==> src/rtl/multicycle_control_unit_if.sv <==
// Shared memory-port handshake between the control FSM and memory.
// master: drives mem_req/mem_we/addr_sel, receives mem_ack.
interface multicycle_control_unit_if;
  logic mem_req;
  logic mem_we;
  logic addr_sel;
  logic mem_ack;

  modport master (
    output mem_req,
    output mem_we,
    output addr_sel,
    input  mem_ack
  );

  modport slave (
    input  mem_req,
    input  mem_we,
    input  addr_sel,
    output mem_ack
  );
endinterface

==> src/rtl/multicycle_control_unit.sv <==
// Control FSM sequencing the multi-cycle 16-bit core.
// Ports: clk, rst (async active-low), i_opcode, i_alu_zero,
//   mem (memory handshake, master), o_pc_wr_en, o_pc_src,
//   o_ir_wr_en, o_alu_src_imm, o_alu_op, o_reg_wr_en, o_wb_sel,
//   o_halted, o_fault, o_state_dbg.
// Option: MULTICYCLE_CTRL_MEM_TIMEOUT_EN enables the mem_ack
//   wait counter and the sticky FAULT state.
module multicycle_control_unit #(
  parameter int OPCODE_LEN  = 4,
  parameter int MEM_TIMEOUT = 64
) (
  input  logic                  clk,
  input  logic                  rst,
  input  logic [OPCODE_LEN-1:0] i_opcode,
  input  logic                  i_alu_zero,
  multicycle_control_unit_if.master mem,
  output logic                  o_pc_wr_en,
  output logic                  o_pc_src,
  output logic                  o_ir_wr_en,
  output logic                  o_alu_src_imm,
  output logic [2:0]            o_alu_op,
  output logic                  o_reg_wr_en,
  output logic [1:0]            o_wb_sel,
  output logic                  o_halted,
  output logic                  o_fault,
  output logic [3:0]            o_state_dbg
);

  typedef enum logic [3:0] {
    S_FETCH    = 4'd0,
    S_DECODE   = 4'd1,
    S_EXEC     = 4'd2,
    S_WB_ALU   = 4'd3,
    S_WB_IMM   = 4'd4,
    S_MEM_ADDR = 4'd5,
    S_MEM_RD   = 4'd6,
    S_MEM_WB   = 4'd7,
    S_MEM_WR   = 4'd8,
    S_BRANCH   = 4'd9,
    S_JUMP     = 4'd10,
    S_HALT     = 4'd14,
    S_FAULT    = 4'd15
  } state_t;

  state_t     r_state;
  state_t     w_state_nxt;
  logic [3:0] w_op;
  logic       w_ack;
  logic       w_timeout;

  assign w_op  = i_opcode[3:0];
  assign w_ack = mem.mem_ack;

`ifdef MULTICYCLE_CTRL_MEM_TIMEOUT_EN
  localparam int CNT_W = $clog2(MEM_TIMEOUT + 1);

  logic [CNT_W-1:0] r_wait_cnt;
  logic             w_waiting;

  assign w_waiting = mem.mem_req & ~w_ack;
  // Fires in the wait cycle that brings the count to MEM_TIMEOUT;
  // an ack in that same cycle still completes normally.
  assign w_timeout = w_waiting &
    (r_wait_cnt == CNT_W'(MEM_TIMEOUT - 1));

  always_ff @(posedge clk or negedge rst) begin
    if (!rst)
      r_wait_cnt <= '0;
    else if (w_state_nxt != r_state)
      r_wait_cnt <= '0;
    else if (w_waiting)
      r_wait_cnt <= r_wait_cnt + 1'b1;
  end
`else
  logic w_unused_timeout;

  assign w_unused_timeout = (MEM_TIMEOUT > 0);
  assign w_timeout        = 1'b0;
`endif

  always_ff @(posedge clk or negedge rst) begin
    if (!rst)
      r_state <= S_FETCH;
    else
      r_state <= w_state_nxt;
  end

  always_comb begin
    w_state_nxt   = r_state;
    o_pc_wr_en    = 1'b0;
    o_pc_src      = 1'b0;
    o_ir_wr_en    = 1'b0;
    mem.mem_req   = 1'b0;
    mem.mem_we    = 1'b0;
    mem.addr_sel  = 1'b0;
    o_alu_src_imm = 1'b0;
    o_alu_op      = 3'b000;
    o_reg_wr_en   = 1'b0;
    o_wb_sel      = 2'd0;
    o_halted      = 1'b0;
    o_fault       = 1'b0;
    o_state_dbg   = r_state;

    unique case (r_state)
      S_FETCH: begin
        mem.mem_req = 1'b1;
        if (w_ack) begin
          o_ir_wr_en  = 1'b1;
          o_pc_wr_en  = 1'b1;
          w_state_nxt = S_DECODE;
        end else if (w_timeout) begin
          w_state_nxt = S_FAULT;
        end
      end
      S_DECODE: begin
        unique case (w_op)
          4'b0001, 4'b0010, 4'b0011,
          4'b0100, 4'b0101, 4'b0110,
          4'b0111: w_state_nxt = S_EXEC;
          4'b1000,
          4'b1001: w_state_nxt = S_MEM_ADDR;
          4'b1010: w_state_nxt = S_BRANCH;
          4'b1011: w_state_nxt = S_JUMP;
          4'b1100: w_state_nxt = S_WB_IMM;
          4'b1111: w_state_nxt = S_HALT;
          default: w_state_nxt = S_FETCH;
        endcase
      end
      S_EXEC: begin
        o_alu_op    = w_op[2:0];
        w_state_nxt = S_WB_ALU;
      end
      S_WB_ALU: begin
        o_reg_wr_en = 1'b1;
        w_state_nxt = S_FETCH;
      end
      S_WB_IMM: begin
        o_reg_wr_en = 1'b1;
        o_wb_sel    = 2'd2;
        w_state_nxt = S_FETCH;
      end
      S_MEM_ADDR: begin
        o_alu_op      = 3'b001;
        o_alu_src_imm = 1'b1;
        w_state_nxt   = w_op[0] ? S_MEM_WR : S_MEM_RD;
      end
      S_MEM_RD: begin
        mem.mem_req   = 1'b1;
        mem.addr_sel  = 1'b1;
        o_alu_op      = 3'b001;
        o_alu_src_imm = 1'b1;
        if (w_ack)
          w_state_nxt = S_MEM_WB;
        else if (w_timeout)
          w_state_nxt = S_FAULT;
      end
      S_MEM_WB: begin
        o_reg_wr_en = 1'b1;
        o_wb_sel    = 2'd1;
        w_state_nxt = S_FETCH;
      end
      S_MEM_WR: begin
        mem.mem_req   = 1'b1;
        mem.mem_we    = 1'b1;
        mem.addr_sel  = 1'b1;
        o_alu_op      = 3'b001;
        o_alu_src_imm = 1'b1;
        if (w_ack)
          w_state_nxt = S_FETCH;
        else if (w_timeout)
          w_state_nxt = S_FAULT;
      end
      S_BRANCH: begin
        o_alu_op    = 3'b010;
        o_pc_wr_en  = i_alu_zero;
        o_pc_src    = i_alu_zero;
        w_state_nxt = S_FETCH;
      end
      S_JUMP: begin
        o_pc_wr_en  = 1'b1;
        o_pc_src    = 1'b1;
        w_state_nxt = S_FETCH;
      end
      S_HALT: begin
        o_halted = 1'b1;
      end
      S_FAULT: begin
        o_fault = 1'b1;
      end
      default: begin
        w_state_nxt = S_FETCH;
      end
    endcase

    // Reset blanks every output combinationally, even in FETCH.
    if (!rst) begin
      o_pc_wr_en    = 1'b0;
      o_pc_src      = 1'b0;
      o_ir_wr_en    = 1'b0;
      mem.mem_req   = 1'b0;
      mem.mem_we    = 1'b0;
      mem.addr_sel  = 1'b0;
      o_alu_src_imm = 1'b0;
      o_alu_op      = 3'b000;
      o_reg_wr_en   = 1'b0;
      o_wb_sel      = 2'd0;
      o_halted      = 1'b0;
      o_fault       = 1'b0;
      o_state_dbg   = 4'd0;
    end
  end

endmodule

==> src/flat_wrapper.sv <==
// flat-port wrapper written by rule: the top's interface ports become plain ports
module multicycle_control_unit_flat 
#(
  parameter int OPCODE_LEN  = 4,
  parameter int MEM_TIMEOUT = 64
)
  (clk, rst, i_opcode, i_alu_zero, o_pc_wr_en, o_pc_src, o_ir_wr_en, o_alu_src_imm, o_alu_op, o_reg_wr_en, o_wb_sel, o_halted, o_fault, o_state_dbg, mem_mem_req, mem_mem_we, mem_addr_sel, mem_mem_ack);
  multicycle_control_unit_if mem_i ();
  input  logic clk;
  input  logic rst;
  input  logic [OPCODE_LEN-1:0] i_opcode;
  input  logic i_alu_zero;
  output logic o_pc_wr_en;
  output logic o_pc_src;
  output logic o_ir_wr_en;
  output logic o_alu_src_imm;
  output logic [2:0] o_alu_op;
  output logic o_reg_wr_en;
  output logic [1:0] o_wb_sel;
  output logic o_halted;
  output logic o_fault;
  output logic [3:0] o_state_dbg;
  output wire logic [$bits(mem_i.mem_req)-1:0] mem_mem_req;
  output wire logic [$bits(mem_i.mem_we)-1:0] mem_mem_we;
  output wire logic [$bits(mem_i.addr_sel)-1:0] mem_addr_sel;
  input wire logic [$bits(mem_i.mem_ack)-1:0] mem_mem_ack;
  assign mem_mem_req = mem_i.mem_req;
  assign mem_mem_we = mem_i.mem_we;
  assign mem_addr_sel = mem_i.addr_sel;
  assign mem_i.mem_ack = mem_mem_ack;
  multicycle_control_unit #(.OPCODE_LEN(OPCODE_LEN), .MEM_TIMEOUT(MEM_TIMEOUT)) u_core (.clk(clk), .rst(rst), .i_opcode(i_opcode), .i_alu_zero(i_alu_zero), .mem(mem_i), .o_pc_wr_en(o_pc_wr_en), .o_pc_src(o_pc_src), .o_ir_wr_en(o_ir_wr_en), .o_alu_src_imm(o_alu_src_imm), .o_alu_op(o_alu_op), .o_reg_wr_en(o_reg_wr_en), .o_wb_sel(o_wb_sel), .o_halted(o_halted), .o_fault(o_fault), .o_state_dbg(o_state_dbg));
endmodule
==> config.mk <==
export PLATFORM = sky130hd
export DESIGN_NAME = multicycle_control_unit_flat
export DESIGN_NICKNAME = d
export VERILOG_FILES = /design/src/rtl/multicycle_control_unit_if.sv /design/src/rtl/multicycle_control_unit.sv /design/src/flat_wrapper.sv
export SDC_FILE = /design/constraint.sdc
export NUM_CORES = 1
export LEC_CHECK = 0
export CAP_MARGIN = 20
export CORE_ASPECT_RATIO = 0.75
export CORE_UTILIZATION = 35
export DETAILED_ROUTE_END_ITERATION = 6
export MAX_ROUTING_LAYER = met4
export PLACE_DENSITY = 0.68
export SLEW_MARGIN = 10
export SYNTH_ARGS = -nofsm -noshare
export SYNTH_HDL_FRONTEND = slang
export SYNTH_SLANG_ARGS = --single-unit
export TNS_END_PERCENT = 1
==> constraint.sdc <==
create_clock -name clk -period 2.2 [get_ports clk]
set_clock_uncertainty 0.1 [all_clocks]
set_input_delay 0.66 -clock clk [delete_from_list [all_inputs] [get_ports clk]]
set_output_delay 0.66 -clock clk [all_outputs]
set_load 0.01 [all_outputs]
==> impl_metrics.yaml <==
status:
  status: "complete, but fails checks"
  violations: "setup timing"
sta:
  max_slew_margin_pct: 81.7
  worst_slew_pin_slew_ns: 0.274
  fin_crit_ns: 2.23
  grt_setup_unrepaired: "yes"
  hold_violations: 0
  fmax_ghz: 0.449
  period_share_pct: 101
  fin_ws_ns: -0.0292
  setup-tns-final_ns: -0.0736
  slew_viol_final: 0
  setup_viol: 4
clock_network:
  cts_tree: "built"
  cts_buffer_depth: 2
  htreeDepth: 1
  postCtsHoldBufs: 0
  clkTransAtPathRegs_ns: 0.04
  cts-root-buf: "clkbuf_4"
  cts_inserted_buffers: 3
  clock-sinks: 4
  clkLatencyLatePin_ns: 0.25
routing:
  viasPerCell: 5.04
  detail-route-antenna-nets: 0
  routed_wl_um: 2110
  drc_errors: 0
  wl_per_cell_um: 12.9
  drtPass1Iterations: 4
  num_vias: 827
  drt_iter0_drc: 26
yosys:
  syn_inst: 94
  synth_edf_count: 0
  yosysMostFrequentCell: "nand2_1"
  synth_top_area_share_pct: 15.6
  synth.area.top_cells: "dfrtp_1, nand2_1, o21ai_0"
  syn-cell-area_um2: 642
  netlist_top_cells_count: "nand2_1, o21ai_0, nor2_1"
  yosysWarnings: 0
  synthFlopType: "dfrtp_1"
  synth_area_leader_cell: "dfrtp_1"
  synth-seq-cells: 4
  synth_cell_type_count: 34
  synth_nets: 105
  async_flop_share_pct: 100
  ys_seq_area_share_pct: 15.6
  syn_avg_cell_area_um2: 6.83
layout:
  fill_cells: 157
  nets: 155
  instances_no_fill: 164
  reg_top3: "u_core.r_state: 4 flops"
  regMostFlops: "u_core.r_state"
  layout-drive-gt1-share_pct: 40.1
  syn_to_final_growth_pct: 66.3
  final_area_um2: 1070
  post-route-util_pct: 61.9
  largest_reg_flops: 4
  antenna_cells: 0
setup_path:
  crit_slowest_cell: "dfrtp_2"
  required_ns: 1.44
  critPathMaxFanout: 7
  endpoint_kind: "output port"
  timing.rr.start: "u_core.r_state[3]"
  crit_buf_inv: 2
  cp.arrival_ns: 1.47
  critPathMaxStageDelay_ns: 0.44
  crit_start: "u_core.r_state[1]"
  worstSetupPathType: "reg -> out"
  worstPathCellList: "and2b_2 -> buf_6 -> nand2_2 -> o21ai_2 -> and3b_1 -> buf_2"
  cp.depth: 6
  worstSetupStartpointType: "flop"
  worst_path_dominant_cell_family: "simple AND/OR/NAND/NOR gates"
  reg2reg_depth: 7
pwr:
  power.density_nw_per_um2: 837
  p_leak_nw: 0.559
  ir_worst_vdd_uv: 457
placement:
  dp_hpwl_um: 1620
  io_buffers: 26
  gp_congestion: 0.875
  placed_cell_area_um2: 1080
  pre_cts_slack_ns: -0.738
  placed_cells: 160
die:
  core_region_area_um2: 1720
  io_pins: 27
  die_w_um: 51.5
  die_h_um: 39.1
  fp.dieArea_um2: 2010
  fp-row-count: 13
  initial_core_util_pct: 37.2
grt:
  grt_max_degree: 15
  track_usage_pct: 24.8
  grt_overflow: 0
  grt_pass1_wl_um: 3440
  antenna_found_initial: 0
  first_global_vias: 759
job:
  drv_cap: 0
hold_path:
  hp-class: "in -> async"
## layout by cell type (no fill, tap or decap), types with 4 or more instances in the layout
cell,count
nor2b_1,5
o21ai_0,6
buf_2,11
nand2_1,15
a21oi_1,5
clkbuf_2,4
dlygate4sd2_1,5
inv_1,4
and2_1,4
nor2_1,6
buf_6,4
buf_4,23
## final timing paths
kind                                           to  slack [ns]
worst min-delay path            u_core.r_state[3]        0.24
worst max-delay path                  o_alu_op[1]       -0.03
max in group asynchronous       u_core.r_state[1]        1.65
worst max register to register  u_core.r_state[2]        0.46
worst min register to register  u_core.r_state[3]        0.64
min in group clk                u_core.r_state[3]        0.64
## power by group
| group | internal [W] | switching, W |
|---|---|---|
| clock network | 0.0000614 | 0.0000365 |
| logic | 0.000335 | 0.000337 |
| registers | 0.0000995 | 0.0000233 |
| total | 0.000496 | 0.000397 |
## metal layers
metal | wire [um] | global-route usage [%] | vias up
li1 | - | - | 419
met1 | 1020 | 30.0 | 380
met2 | 973 | 41.9 | 26
met3 | 103 | 5.88 | 2
met4 | 19 | 6.08 | 0
met5 | 0 | - | -
## cell type report
cell class | count | area [um2] | area share (%)
clock buffers | 3 | 22.5 | 2.11
inverters | 4 | 15.0 | 1.41
multi-input cells | 79 | 510 | 47.8
flip-flops and latches | 4 | 101 | 9.50
well taps | 22 | 27.5 | 2.58
repair buffers | 52 | 390 | 36.6
## logic make-up (layout without fill, tap and decap cells)
kind of cell	Yosys count	after routing	share of synthesized area [%]
simple gates	50	50	43.5
compound gates	24	24	23.4
buf+inv	11	59	8.58
flops	4	4	15.6
fa+ha+maj	3	3	5.85
mux	2	2	3.12
## through the flow
stage          power (W)  hold WS (ns)
2_1_floorplan   0.000482         0.264
6_report        0.000893         0.238
4_1_cts         0.000881         0.324
5_1_grt         0.000968         0.233
3_3_place_gp    0.000773         0.633
3_5_place_dp    0.000788         0.666
## what timing repair did
item                                    4_1_cts  5_1_grt
gates resized for setup                      70       16
pin swaps                                     4        3
setup buffers                                 1        0
endpoints found under the setup margin       19       18
No activity file was read; power rests on OpenSTA's default activity.
